[config.mk]
export PLATFORM = sky130hd
export DESIGN_NAME = alu_nibble_seq
export DESIGN_NICKNAME = d
export VERILOG_FILES = /design/src/rtl/alu_nibble_seq.sv
export SDC_FILE = /design/constraint.sdc
export NUM_CORES = 1
export LEC_CHECK = 0
export BUFFER_PORTS_ARGS = -buffer_cell sky130_fd_sc_hd__buf_2
export CORE_ASPECT_RATIO = 0.5
export CORE_MARGIN = 2
export CORE_UTILIZATION = 25
export DETAILED_ROUTE_END_ITERATION = 8
export SLEW_MARGIN = 25
export SYNTH_ARGS = -nofsm -noshare
export SYNTH_HDL_FRONTEND = slang
export SYNTH_SLANG_ARGS = --single-unit
export TNS_END_PERCENT = 20
[constraint.sdc]
create_clock -name clk -period 4.7 [get_ports clk]
set_input_delay 0.47 -clock clk [delete_from_list [all_inputs] [get_ports clk]]
set_output_delay 0.47 -clock clk [all_outputs]
set_load 0.005 [all_outputs]
[src/rtl/alu_nibble_seq.sv]
// alu_nibble_seq: runs a single 4-bit ALU slice across a W-bit operand,
// one nibble per clock, LSB first, chaining carry between slices.
// Requests and results use valid/ready handshakes; one operation in flight.
module alu_nibble_seq #(
    parameter int NIBBLES = 4
) (
    input  logic                   clk,
    input  logic                   rst_n,
    input  logic                   in_valid,
    output logic                   in_ready,
    input  logic [2:0]             op,
    input  logic [4*NIBBLES-1:0]   a,
    input  logic [4*NIBBLES-1:0]   b,
    output logic                   out_valid,
    input  logic                   out_ready,
    output logic [4*NIBBLES-1:0]   result,
    output logic                   zero,
    output logic                   overflow,
    output logic                   carry,
    output logic                   size
);

    localparam int W  = 4 * NIBBLES;
    localparam int CW = (NIBBLES > 1) ? $clog2(NIBBLES) : 1;
    localparam logic [CW-1:0] LAST = CW'(NIBBLES - 1);

    typedef enum logic [1:0] {
        S_IDLE,
        S_RUN,
        S_DONE
    } state_t;

    typedef enum logic [2:0] {
        OP_ADD = 3'b000,
        OP_SUB = 3'b001,
        OP_NOT = 3'b010,
        OP_AND = 3'b011,
        OP_OR  = 3'b100,
        OP_XOR = 3'b101,
        OP_LT  = 3'b110,
        OP_EQ  = 3'b111
    } op_t;

    state_t         state;
    op_t            op_q;
    logic [W-1:0]   a_q;
    logic [W-1:0]   b_q;
    logic [CW-1:0]  count;
    logic           cin_q;

    logic [3:0]     a_nib;
    logic [3:0]     b_nib;
    logic [3:0]     slice_res;
    logic [4:0]     slice_sum;
    logic           subtract;
    logic           arith;
    logic [W-1:0]   res_next;
    logic           zero_next;
    logic           ovf_next;
    logic           size_next;

    // One slice of the ALU plus the full-width flags seen once the current nibble lands
    always_comb begin
        subtract  = (op_q == OP_SUB) || (op_q == OP_LT) || (op_q == OP_EQ);
        arith     = subtract || (op_q == OP_ADD);
        a_nib     = a_q[{count, 2'b00} +: 4];
        b_nib     = b_q[{count, 2'b00} +: 4];
        slice_sum = {1'b0, a_nib} + {1'b0, (subtract ? ~b_nib : b_nib)} + {4'b0000, cin_q};
        case (op_q)
            OP_NOT:  slice_res = ~a_nib;
            OP_AND:  slice_res = a_nib & b_nib;
            OP_OR:   slice_res = a_nib | b_nib;
            OP_XOR:  slice_res = a_nib ^ b_nib;
            default: slice_res = slice_sum[3:0];
        endcase

        res_next = result;
        res_next[{count, 2'b00} +: 4] = slice_res;
        zero_next = (res_next == '0);

        ovf_next = 1'b0;
        if (op_q == OP_ADD)
            ovf_next = (a_q[W-1] == b_q[W-1]) && (res_next[W-1] != a_q[W-1]);
        else if (subtract)
            ovf_next = (a_q[W-1] != b_q[W-1]) && (res_next[W-1] != a_q[W-1]);

        size_next = 1'b0;
        if (op_q == OP_LT)
            size_next = res_next[W-1] ^ ovf_next;
        else if (op_q == OP_EQ)
            size_next = zero_next;
    end

    // Sequencer: accept, step nibbles, hold result until consumed
    always_ff @(posedge clk) begin
        if (!rst_n) begin
            state     <= S_IDLE;
            op_q      <= OP_ADD;
            a_q       <= '0;
            b_q       <= '0;
            count     <= '0;
            cin_q     <= 1'b0;
            result    <= '0;
            zero      <= 1'b0;
            overflow  <= 1'b0;
            carry     <= 1'b0;
            size      <= 1'b0;
            out_valid <= 1'b0;
            in_ready  <= 1'b1;
        end else begin
            case (state)
                S_IDLE: begin
                    if (in_valid) begin
                        a_q      <= a;
                        b_q      <= b;
                        op_q     <= op_t'(op);
                        count    <= '0;
                        cin_q    <= (op == OP_SUB) || (op == OP_LT) || (op == OP_EQ);
                        in_ready <= 1'b0;
                        state    <= S_RUN;
                    end
                end
                S_RUN: begin
                    result <= res_next;
                    cin_q  <= slice_sum[4];
                    count  <= count + 1'b1;
                    if (count == LAST) begin
                        zero      <= zero_next;
                        overflow  <= ovf_next;
                        carry     <= arith & slice_sum[4];
                        size      <= size_next;
                        count     <= '0;
                        out_valid <= 1'b1;
                        state     <= S_DONE;
                    end
                end
                S_DONE: begin
                    if (out_ready) begin
                        out_valid <= 1'b0;
                        in_ready  <= 1'b1;
                        state     <= S_IDLE;
                    end
                end
                default: begin
                    out_valid <= 1'b0;
                    in_ready  <= 1'b1;
                    state     <= S_IDLE;
                end
            endcase
        end
    end

endmodule

* Word level (Yosys, flattened, before mapping)
Cells that the tools add are included.
** Operators by class
- Add/subtract/negate cells :: 4
- Equal/unequal tests :: 19
- Shift operators :: 4
- Muxes and demuxes :: 22
- Bitwise logic cells :: 9
- Reduce and logical (&&, ||, !) cells :: 17
** Operators with widths (count)
- $shiftx 16x5->4 :: 2
- $eq 3x3->1 const B :: 6
- $bwmux 16 :: 1
- $logic_not 16->1 :: 1
- $pmux 4 s4 :: 1
- $shift 4x6->16 const A :: 1
- $shiftx 4x6->16 :: 1
- $mux 2 :: 5
- $mux 1 :: 9
- $reduce_and 3->1 :: 3
- $not 4->4 :: 2
- $eq 3x1->1 const B :: 2
- $eq 3x2->1 const B :: 2
- $ne 2x2->1 const B :: 3
- $neg 4->6 :: 1
- $pmux 1 s3 :: 2
- $pmux 2 s3 :: 1
- $reduce_and 2->1 :: 3
- $add 4x4->5 :: 1
- $add 5x1->5 :: 1
- $logic_or 1x1->1 :: 5
- $and 4x4->4 :: 1
- $eq 2x2->1 const B :: 2
- $mux 4 :: 1
- other kinds (15) :: 18
** Word-level totals
- Register bits :: 62
- Input bits :: 39
- Output and inout bits :: 22
- Word-level logic and storage cells :: 88

* Logic depth before layout (Yosys ltp)
Gate-level depths: netlist of run 1.
- Depth after elaboration :: 15
- Depth in mapped cells :: 14
- Depth with buffers taken out :: 12

* Worst setup path before layout of run 1
OpenSTA, ideal clock, no wires.
- Kind :: flip-flop to flip-flop
- Start point :: reg count[0]
- End point :: reg zero
- Library setup time :: 0.069 ns
- Data arrival time :: 3.347 ns
- Data required time :: 4.631 ns
- Slack :: 1.284 ns
- Cell stages (with the launch flop) :: 12
- Path buffers :: 2
- Cells stage by stage :: dfxtp_1 -> buf_6 -> clkbuf_1 -> mux4_2 -> xnor2_1 -> fa_1 -> nor2b_1 -> a311oi_1 -> a2bb2oi_1 -> nand2b_1 -> o32a_1 -> o21ai_1
** Between the ends
- Word-level cells in the longest chain between the ends :: 9
- Elaborated cells between the ends (all ways) :: 18
- Classes of those cells :: add/sub: 3; eq/ne: 1; shift: 4; mux: 3; bitwise: 5; reduce/logical: 2
** RTL lines
- start, declared :: line 48 : logic [CW-1:0] count;
- start signal, assigned :: line 126 : count <= count + 1'b1;
- $shiftx 16x5->4 :: line 67 : b_nib = b_q[{count, 2'b00} +: 4];
- $not 4->4 :: line 68 : slice_sum = {1'b0, a_nib} + {1'b0, (subtract ? ~b_nib : b_nib)} + {4'b0000, cin_q};
- $mux 4 :: line 68
- $add 4x4->5 :: line 68
- $add 5x1->5 :: line 68
- $pmux 4 s4 :: line 69 : case (op_q)
- $shiftx 4x6->16 :: line 78 : res_next[{count, 2'b00} +: 4] = slice_res;
- $bwmux 16 :: line 78
- $logic_not 16->1 :: line 79 : zero_next = (res_next == '0);
- end signal, assigned :: line 128 : zero <= zero_next;
- end, declared :: line 17 : output logic zero,
Parallel ways exist; a longest one is shown, timed or not.
A chain may end at the register's enable or synchronous reset.

* Final worst setup path of run 1
- Start point :: reg op_q[2]
- End point :: reg zero
** Between the ends
- Word-level cells in the longest chain between the ends :: 10
- Elaborated cells between the ends (all ways) :: 16
- Classes of those cells :: add/sub: 2; eq/ne: 7; shift: 1; mux: 3; reduce/logical: 3
** RTL lines
- start, declared :: line 45 : op_t op_q;
- start signal, assigned :: line 116 : op_q <= op_t'(op);
- $eq 3x1->1 / $eq 3x3->1 (equally long branches) :: line 64 : subtract = (op_q == OP_SUB) || (op_q == OP_LT) || (op_q == OP_EQ);
- $logic_or 1x1->1 (2 in series) :: line 64
- $mux 4 :: line 68
- $add 4x4->5 :: line 68
- $add 5x1->5 :: line 68
- $pmux 4 s4 * :: line 69
- $shiftx 4x6->16 * :: line 78
- $bwmux 16 * :: line 78
- $logic_not 16->1 * :: line 79
Mark *: on every way between the ends. The rest lies on a longest branch, timed or not.

==> impl_metrics.tcl, run 1 <==
set metrics [dict create \
    synth.area.mux_share 0.0549 \
    firstDrtPassIters 4 \
    initial_core_util 0.256 \
    root_buffer "clkbuf_16" \
    cp-start-kind "flip-flop" \
    crit_slowest_cell "dfxtp_1" \
    synth-simple-area-share 0.240 \
    path_buf_inv 1 \
    synth_edf_count 0 \
    hold_path_depth 3 \
    nNetsFinal 512 \
    r2r_slack_ns 0.69 \
    antenna_found_initial 0 \
    syn_inst 401 \
    irDropWorstVdd_mv 0.207 \
    r2r_cells 12 \
    hold_ws_ns 0.389 \
    seqPwrFrac 0.373 \
    cp-end-kind "flip-flop" \
    clkPwrFrac 0.459 \
    synth-seq-area-share 0.358 \
    avgSynthCellArea_sq_um 8.64 \
    p_int_mw 1.13 \
    crit_chain "nor3b_1 > a21oi_1 > xnor2_1 > fa_1 > inv_1 > fa_1 > nor2b_1 > a311oi_1 > a2bb2oi_1 > nand2b_1 > o32a_1 > o21ai_1" \
    wl_mm 8.48 \
    p_leak_nw 1.68 \
    p_sw_mw 0.413 \
    avgRoutedWirePerCell_microns 13.0 \
    crit_arrival_ns 4.26 \
    synth_top_area_frac 0.358 \
    ys_ff_latch 62 \
    rows 30 \
    cp_max_fo 19 \
    hold_class "in -> reg" \
    hp-start "a[10]" \
    fin_setup_tns_ns 0 \
    gp_congestion 0.827 \
    globalRouteOverflowTotal 0 \
    switching_share 0.268 \
    status "completed" \
    path_class "reg -> reg" \
    port_buffers 60 \
    htreeDepth 3 \
    die_x_microns 171 \
    netlist_top_cells_area "dfxtp_1, nand2_1, a21boi_0" \
    yosysUniqueCellTypes 57 \
    path_common_cell "fa_1" \
    drv_cap 0 \
    synthArstFlopShare 0 \
    dieArea_sq_um 14900 \
    drt_iter0_markers 184 \
    synth_top_family_by_area "simple AND/OR/NAND/NOR gates" \
    slew_viol_final 0 \
    ctsHoldBuffers 0 \
    cp_data_required_time_ns 4.95 \
    r2r_start "op_q[2]$_SDFFE_PN0P_" \
    synthFlopType "dfxtp_1" \
    path_clk_slew_ns 0.06 \
    io-pin-count 61 \
    min_period_over_period 0.852 \
    drive_above_1_share 0.225 \
    clockBufferDepth 2 \
    numCtsBuffers 9 \
    routed_via_density 4.50 \
    cellPowerDensity_nw_per_um2 361 \
    critical-path-top-delay-family "compound AO/OA/AOI/OAI gates" \
    drc 0 \
    grt_pass1_wl_mm 14.1 \
    power.share.combinational 0.168 \
    r2r_end "zero$_SDFFE_PN0P_" \
    post-dp-hpwl_mm 6.33 \
    syn_nets 460 \
    fmax_mhz 250 \
    area_delta_synth_final_pct 23.1 \
    clk_latency_ns 0.33 \
    min_period_ns 4.01 \
    grt_start_max_net_pins 65 \
    slew_headroom 0.382 \
    final_cell_area_sq_um 4270 \
    cpPeakStageDelay_ns 0.71 \
    cts_resized 0 \
    synth_top_area_cell "dfxtp_1" \
    synth-compound-area-share 0.202 \
    grt_usage 0.121 \
    rsz0062_at_grt "false" \
    placed_cell_area_sq_um 3940 \
    post-route-util 0.315 \
    num_vias 2925 \
    core_area_sq_um 13600 \
    whs_endpoint "a_q[10]$_SDFFE_PN0P_" \
    synth_area_sq_um 3470 \
    yosysWarnings 0 \
    cts_setup_buffers 0 \
    dieHeight_microns 87.3 \
    grt_pass1_vias 2800 \
    synth_adder_area_share 0.0765 \
    fin_skew_ns 0.00980 \
    diodes 0 \
    worst_slew_pin_slew_ns 0.927 \
    synthXorXnorAreaFrac 0.0173 \
    setup_viol 0 \
    numClockSinks 62 \
    hold_violations 0 \
    antenna_violating_nets_post_route 0 \
    cts_tree "done" \
]
cells by family after synthesis:
family                   Yosys count
multiplexers                       9
XOR/XNOR                           6
adder cells (fa/ha/maj)           20
buffers and inverters             42
AO/OA/AOI/OAI                     95
AND/OR/NAND/NOR                  167
flip-flops                        62
power groups by stage:
stage,Combinational (mW),Clock [mW],Sequential (mW)
2_1_floorplan,0.194,0,0.574
3_3_place_gp,0.256,0,0.587
3_5_place_dp,0.260,0,0.587
4_1_cts,0.262,0.728,0.576
5_1_grt,0.292,0.754,0.579
6_report,0.259,0.707,0.576
routing by layer:
layer | track usage | vias to the layer above | wire length, microns
met5 | 0 | - | 0
met4 | 0.0326 | 0 | 63
met3 | 0.0286 | 7 | 230
met2 | 0.190 | 40 | 3780
met1 | 0.167 | 1377 | 4410
li1 | - | 1501 | -
cells in the mapped netlist (3+ instances only):
| cell type | count |
|---|---|
| o21a_1 | 4 |
| dfxtp_1 | 62 |
| inv_2 | 4 |
| a21oi_1 | 8 |
| or3_1 | 3 |
| nand2_1 | 95 |
| inv_1 | 14 |
| nor2b_1 | 12 |
| nand2b_1 | 8 |
| mux4_2 | 8 |
| o21ai_0 | 10 |
| clkbuf_1 | 17 |
| buf_2 | 5 |
| o22ai_1 | 4 |
| and2_1 | 11 |
| xnor2_1 | 5 |
| nand3_1 | 4 |
| nor4_1 | 5 |
| ha_1 | 18 |
| nor3b_1 | 3 |
| a21boi_0 | 36 |
| a22oi_1 | 9 |
| o21ai_1 | 4 |
| nor3_1 | 6 |
| nor2_1 | 6 |
flip-flops by register name, indices dropped and copies added, names as in the netlist:
name       cells
overflow       1
size           1
in_ready       1
cin_q          1
count          2
a_q           16
out_valid      1
b_q           16
carry          1
state          2
op_q           3
result        16
zero           1
worst register-to-register path: cells and delay by family, from the launching register on:
family                   cells  cell delay [ns]
buffers and inverters        1             0.08
adder cells (fa/ha/maj)      2             0.85
AO/OA/AOI/OAI                5             1.77
AND/OR/NAND/NOR              3             0.36
flip-flops                   1             0.71
XOR/XNOR                     1             0.16
how the worst max path moves through the flow:
stage                     cells past startpoint                 to                   from  slack, ns
after global placement                       12  zero$_SDFFE_PN0P_   op_q[2]$_SDFFE_PN0P_       0.84
after CTS                                    12  zero$_SDFFE_PN0P_   op_q[2]$_SDFFE_PN0P_       0.68
after global routing                         12  size$_SDFFE_PN0P_   op_q[2]$_SDFFE_PN0P_       0.40
after floorplan                              11  zero$_SDFFE_PN0P_  count[0]$_SDFFE_PN0P_       1.28
final                                        12  zero$_SDFFE_PN0P_   op_q[2]$_SDFFE_PN0P_       0.69
after detailed placement                     12  zero$_SDFFE_PN0P_   op_q[2]$_SDFFE_PN0P_       0.71
cells in the final DEF, fill, tap and decap left out, types with 9 or more instances in the layout:
cell	instances
inv_1	14
and2_1	11
a22oi_1	9
o21ai_0	10
dfxtp_1	62
nand2_1	95
a21boi_0	36
ha_1	18
clkbuf_16	9
nor2b_1	12
buf_2	60
final cells by class:
class,instances,area (sq um)
multi-input combinational,297,2060
clock buffer,9,225
fill,1421,9280
clock inverter,7,96.3
tap,192,240
timing repair buffer,65,342
inverter,18,67.6
sequential,62,1240
through the flow:
step / setup slack (ns) / instances / power (mW)
final: 0.694 / 650 / 1.54
after global routing: 0.399 / 650 / 1.63
after CTS: 0.679 / 649 / 1.57
after detailed placement: 0.715 / 633 / 0.847
after global placement: 0.839 / 633 / 0.843
after floorplan: 1.28 / 401 / 0.768
(Power assumes the default switching activity.)
==> run 2: changes to the inputs <==
--- a/config.mk
+++ b/config.mk
@@ -5,12 +5,12 @@
 export SDC_FILE = /design/constraint.sdc
 export NUM_CORES = 1
 export LEC_CHECK = 0
-export BUFFER_PORTS_ARGS = -buffer_cell sky130_fd_sc_hd__buf_2
+export BUFFER_PORTS_ARGS = -buffer_cell sky130_fd_sc_hd__clkbuf_2
 export CORE_ASPECT_RATIO = 0.5
 export CORE_MARGIN = 2
 export CORE_UTILIZATION = 25
 export DETAILED_ROUTE_END_ITERATION = 8
-export SLEW_MARGIN = 25
+export HOLD_SLACK_MARGIN = 0.12
 export SYNTH_ARGS = -nofsm -noshare
 export SYNTH_HDL_FRONTEND = slang
 export SYNTH_SLANG_ARGS = --single-unit
==> run 2 against run 1 <==
Net effect: highest routed layer unchanged; global-route usage grew 0.28 points; critical path type unchanged; die area is the same; largest cell class unchanged; via count grew 0.34%; core utilization is essentially flat; register-to-register slack is essentially flat; sequential power is essentially flat; total power grew 1.4%; clock power grew 3.1%; fmax grew 0.29%; sequential share of layout area is essentially flat.
==> impl_metrics.tcl, run 2 (synthesized netlist as in run 1, its figures left out) <==
set metrics [dict create \
    power.share.combinational 0.165 \
    num_vias 2935 \
    grt_pass1_wl_mm 14.1 \
    path_clk_slew_ns 0.05 \
    slew_headroom 0.467 \
    clkPwrFrac 0.466 \
    finalPower_mw 1.56 \
    nFillCells 1452 \
    p_int_mw 1.14 \
    placed_cell_area_sq_um 3940 \
    core_area_sq_um 13600 \
    worst_slew_pin_slew_ns 0.799 \
    top_regs "a_q x16, b_q x16, result x16" \
    cp_max_fo 19 \
    switching_share 0.268 \
    drc 0 \
    min_period_ns 3.99 \
    irDropWorstVdd_mv 0.179 \
    multi_input_area_sq_um 2060 \
    numClockSinks 62 \
    final_cell_area_sq_um 4270 \
    cp-end-kind "flip-flop" \
    gp_congestion 0.813 \
    cts_resized 0 \
    crit_slowest_cell "dfxtp_1" \
    grt_start_max_net_pins 65 \
    drv_cap 0 \
    drt_iter0_markers 217 \
    fmax_mhz 250 \
    avgRoutedWirePerCell_microns 13.4 \
    path_class "reg -> reg" \
    cp_data_required_time_ns 4.96 \
    clk_latency_ns 0.34 \
    cp-start-kind "flip-flop" \
    ctsHoldBuffers 0 \
    p_leak_nw 1.67 \
    port_buffers 60 \
    nNetsFinal 512 \
    diodes 0 \
    antenna_found_initial 0 \
    rsz0062_at_grt "false" \
    htreeDepth 3 \
    antenna_violating_nets_post_route 0 \
    cts_tree "done" \
    p_sw_mw 0.419 \
    grt_usage 0.124 \
    seq_area_sq_um 1240 \
    clockBufferDepth 2 \
    globalRouteOverflowTotal 0 \
    firstDrtPassIters 4 \
    drive_above_1_share 0.225 \
    cpPeakStageDelay_ns 0.71 \
    grt_pass1_vias 2799 \
    area_delta_synth_final_pct 23.3 \
    setup_viol 0 \
    fin_setup_tns_ns 0 \
    cellPowerDensity_nw_per_um2 366 \
    slew_viol_final 0 \
    post-dp-hpwl_mm 6.33 \
    seqPwrFrac 0.369 \
    hold_class "in -> reg" \
    rows 30 \
    path_buf_inv 1 \
    die_x_microns 171 \
    hold_ws_ns 0.361 \
    status "completed" \
    min_period_over_period 0.850 \
    wl_mm 8.70 \
    path_depth 12 \
    crit_arrival_ns 4.26 \
    critical-path-top-delay-family "compound AO/OA/AOI/OAI gates" \
    final_cell_mix "nand2_1, dfxtp_1, clkbuf_2" \
    path_common_cell "fa_1" \
    initial_core_util 0.256 \
    root_buffer "clkbuf_16" \
    routed_via_density 4.52 \
    fin_skew_ns 0.00941 \
    dieArea_sq_um 14900 \
    hold_path_depth 3 \
    dieHeight_microns 87.3 \
    hold_violations 0 \
    numCtsBuffers 9 \
    final_common_cell "nand2_1" \
    io-pin-count 61 \
    r2r_cells 12 \
    crit_chain "nor3b_1 > a21oi_1 > xnor2_1 > fa_1 > inv_1 > fa_1 > nor2b_1 > a311oi_1 > a2bb2oi_1 > nand2b_1 > o32a_1 > o21ai_1" \
    cts_setup_buffers 0 \
]
[run 2: final cells by class]
type / instances / share of cell area
Sequential cell: 62 / 0.290
Tap cell: 192 / 0.0562
Multi-Input combinational cell: 297 / 0.481
Timing Repair Buffer: 65 / 0.0790
Clock buffer: 10 / 0.0559
Clock inverter: 6 / 0.0217
Inverter: 18 / 0.0158
[run 2: path summary, 6_finish.rpt]
kind                                      startpoint                   to  slack, ns
worst min-delay path                            a[3]  a_q[3]$_SDFFE_PN0P_       0.36
worst max register to register  op_q[2]$_SDFFE_PN0P_    size$_SDFFE_PN0P_       0.71
worst max-delay path            op_q[2]$_SDFFE_PN0P_    size$_SDFFE_PN0P_       0.71
worst min register to register   a_q[4]$_SDFFE_PN0P_  a_q[4]$_SDFFE_PN0P_       0.46
[run 2: power groups by stage]
| stage | clock [mW] | sequential [mW] | combinational [mW] |
|---|---|---|---|
| detailed placement | 0 | 0.587 | 0.260 |
| finish | 0.729 | 0.576 | 0.258 |
| floorplan | 0 | 0.574 | 0.194 |
| global placement | 0 | 0.586 | 0.257 |
| global route | 0.767 | 0.580 | 0.289 |
| CTS | 0.749 | 0.576 | 0.261 |
[run 2: stage by stage]
step           std cells   util  setup slack [ns]
6_report             650  0.315             0.706
5_1_grt              650  0.315             0.332
4_1_cts              650  0.315             0.719
3_5_place_dp         634  0.291             0.733
3_3_place_gp         634  0.291             0.844
2_1_floorplan        401      -              1.28
[run 2: tightest hold or removal path, cell delays in order]
cell and delay, ns:
clkbuf_2 0.08, nand2_1 0.04, a21boi_0 0.06
[run 2: metal layers]
| layer | GRT usage | up-vias | wire length (microns) |
|---|---|---|---|
| li1 | - | 1492 | - |
| met1 | 0.165 | 1376 | 4380 |
| met2 | 0.189 | 51 | 3790 |
| met3 | 0.0336 | 16 | 345 |
| met4 | 0.0528 | 0 | 187 |
| met5 | 0 | - | 0 |
==> run 3: changes to the inputs <==
==> constraint.sdc (replaced) <==
create_clock -name clk -period 3.35 [get_ports clk]
set_input_delay 0.335 -clock clk [delete_from_list [all_inputs] [get_ports clk]]
set_output_delay 0.335 -clock clk [all_outputs]
set_load 0.005 [all_outputs]
==> run 3 against run 2 <==
Net effect: clock power rose by 24%; cell area rose by 0.53%; setup slack got worse by 0.53 ns; register-to-register slack got worse by 0.53 ns; wire length rose by 0.69%; combinational power rose by 53%; sequential share of layout area fell by 0.12 points; core utilization rose by 0.17 points; die area did not move; critical path depth did not move; clock skew fell by 0.00065 ns; critical endpoint is now zero$_SDFFE_PN0P_; largest power group unchanged.
==> impl_metrics.tcl, run 3 (synthesized netlist as in run 1, its figures left out) <==
set metrics [dict create \
    numPlacedInstances 641 \
    hold_class "in -> reg" \
    seq_area_sq_um 1240 \
    wl_met1_mm 4.21 \
    numCtsBuffers 9 \
    nFillCells 1425 \
    cp_max_fo 3 \
    num_vias 2950 \
    initial_core_util 0.256 \
    hold_ws_ns 0.233 \
    drive_above_1_share 0.245 \
    cts_setup_buffers 0 \
    fmax_mhz 315 \
    post-dp-hpwl_mm 6.51 \
    status "completed" \
    cp_data_required_time_ns 3.62 \
    antenna_violating_nets_post_route 0 \
    gp_congestion 0.838 \
    htreeDepth 3 \
    nNetsFinal 519 \
    drt_iter0_markers 194 \
    fin_ws_ns 0.172 \
    highest_layer "met4" \
    hold_violations 0 \
    top_regs "a_q x16, b_q x16, result x16" \
    irDropWorstVdd_mv 0.255 \
    ctsHoldBuffers 0 \
    fin_setup_tns_ns 0 \
    path_class "reg -> reg" \
    cts_tree "done" \
    wl_met3_microns 582 \
    dr_wl_met2_mm 3.81 \
    p_leak_nw 1.69 \
    grt_start_max_net_pins 46 \
    cp-start-kind "flip-flop" \
    cp-end-kind "flip-flop" \
    wl_mm 8.76 \
    die_x_microns 171 \
    core_area_sq_um 13600 \
    final_cell_mix "nand2_1, dfxtp_1, clkbuf_2" \
    routed_via_density 4.49 \
    diodes 0 \
    dieHeight_microns 87.3 \
    numClockSinks 62 \
    slew_headroom 0.505 \
    firstDrtPassIters 4 \
    io-pin-count 61 \
    avgRoutedWirePerCell_microns 13.3 \
    worst_slew_pin_slew_ns 0.743 \
    globalRouteOverflowTotal 0 \
    multi_input_area_sq_um 2060 \
    drv_cap 0 \
    dp_worst_setup_slack_ns 0.134 \
    dieArea_sq_um 14900 \
    slew_viol_final 0 \
    rsz0062_at_grt "false" \
    clk_latency_ns 0.34 \
    port_buffers 60 \
    cellPowerDensity_nw_per_um2 487 \
    fin_skew_ns 0.00876 \
    min_period_over_period 0.949 \
    rows 30 \
    grt_pass1_vias 2863 \
    post-route-util 0.317 \
    clockBufferDepth 2 \
    crit_arrival_ns 3.45 \
    grt_pass1_wl_mm 14.5 \
    drc 0 \
    area_delta_synth_final_pct 24.0 \
    fin_cells 657 \
    path_clk_slew_ns 0.06 \
    antenna_found_initial 0 \
    setup_viol 0 \
    final_common_cell "nand2_1" \
    grt_usage 0.126 \
    root_buffer "clkbuf_16" \
    min_period_ns 3.18 \
]
run 3: stage by stage:
step                cell area, sq um  total power, mW
finish                          4300             2.09
global route                    4300             2.20
CTS                             4290             2.12
detailed placement              4000             1.20
global placement                4000             1.20
floorplan                       3470             1.08
run 3: final timing paths:
| kind | start | end | slack [ns] | cells after the start |
|---|---|---|---|---|
| worst max-delay path | count[0]$_SDFFE_PN0P_ | zero$_SDFFE_PN0P_ | 0.17 | 12 |
| worst min-delay path | a[3] | a_q[3]$_SDFFE_PN0P_ | 0.23 | 3 |
| worst max register to register | count[0]$_SDFFE_PN0P_ | zero$_SDFFE_PN0P_ | 0.17 | 12 |
| worst min register to register | zero$_SDFFE_PN0P_ | zero$_SDFFE_PN0P_ | 0.46 | 2 |
run 3: layer usage:
metal	vias up	global-route usage
li1	1506	-
met1	1382	0.162
met2	50	0.195
met3	12	0.0463
met4	0	0.0443
met5	-	0
run 3: cell type report:
cell class | count | share of cell area
clock buffers | 9 | 0.0524
clock inverters | 7 | 0.0151
inverters | 18 | 0.0157
multi-input cells | 297 | 0.480
flip-flops and latches | 62 | 0.289
well taps | 192 | 0.0559
repair buffers | 72 | 0.0917
run 3: worst max-delay path, stage by stage (launching register included):
cell       delay (ns)
dfxtp_2          0.34
mux4_2           0.51
inv_1            0.10
xnor2_1          0.09
fa_2             0.38
inv_1            0.08
fa_1             0.42
nor2b_1          0.14
a311oi_1         0.25
a2bb2oi_1        0.24
nand2b_1         0.08
o32a_1           0.34
o21ai_1          0.13
run 3: power breakdown:
group	switching, mW	internal [mW]	leakage (nW)
clock	0.385	0.518	0.140
sequential	0.0234	0.773	0.506
combinational	0.220	0.173	1.04
run 3: repair_timing:
item / 4_1_cts / 5_1_grt
setup endpoints to repair: 0 / 2
hold endpoints to repair: 0 / 0
resized for setup: 0 / 4
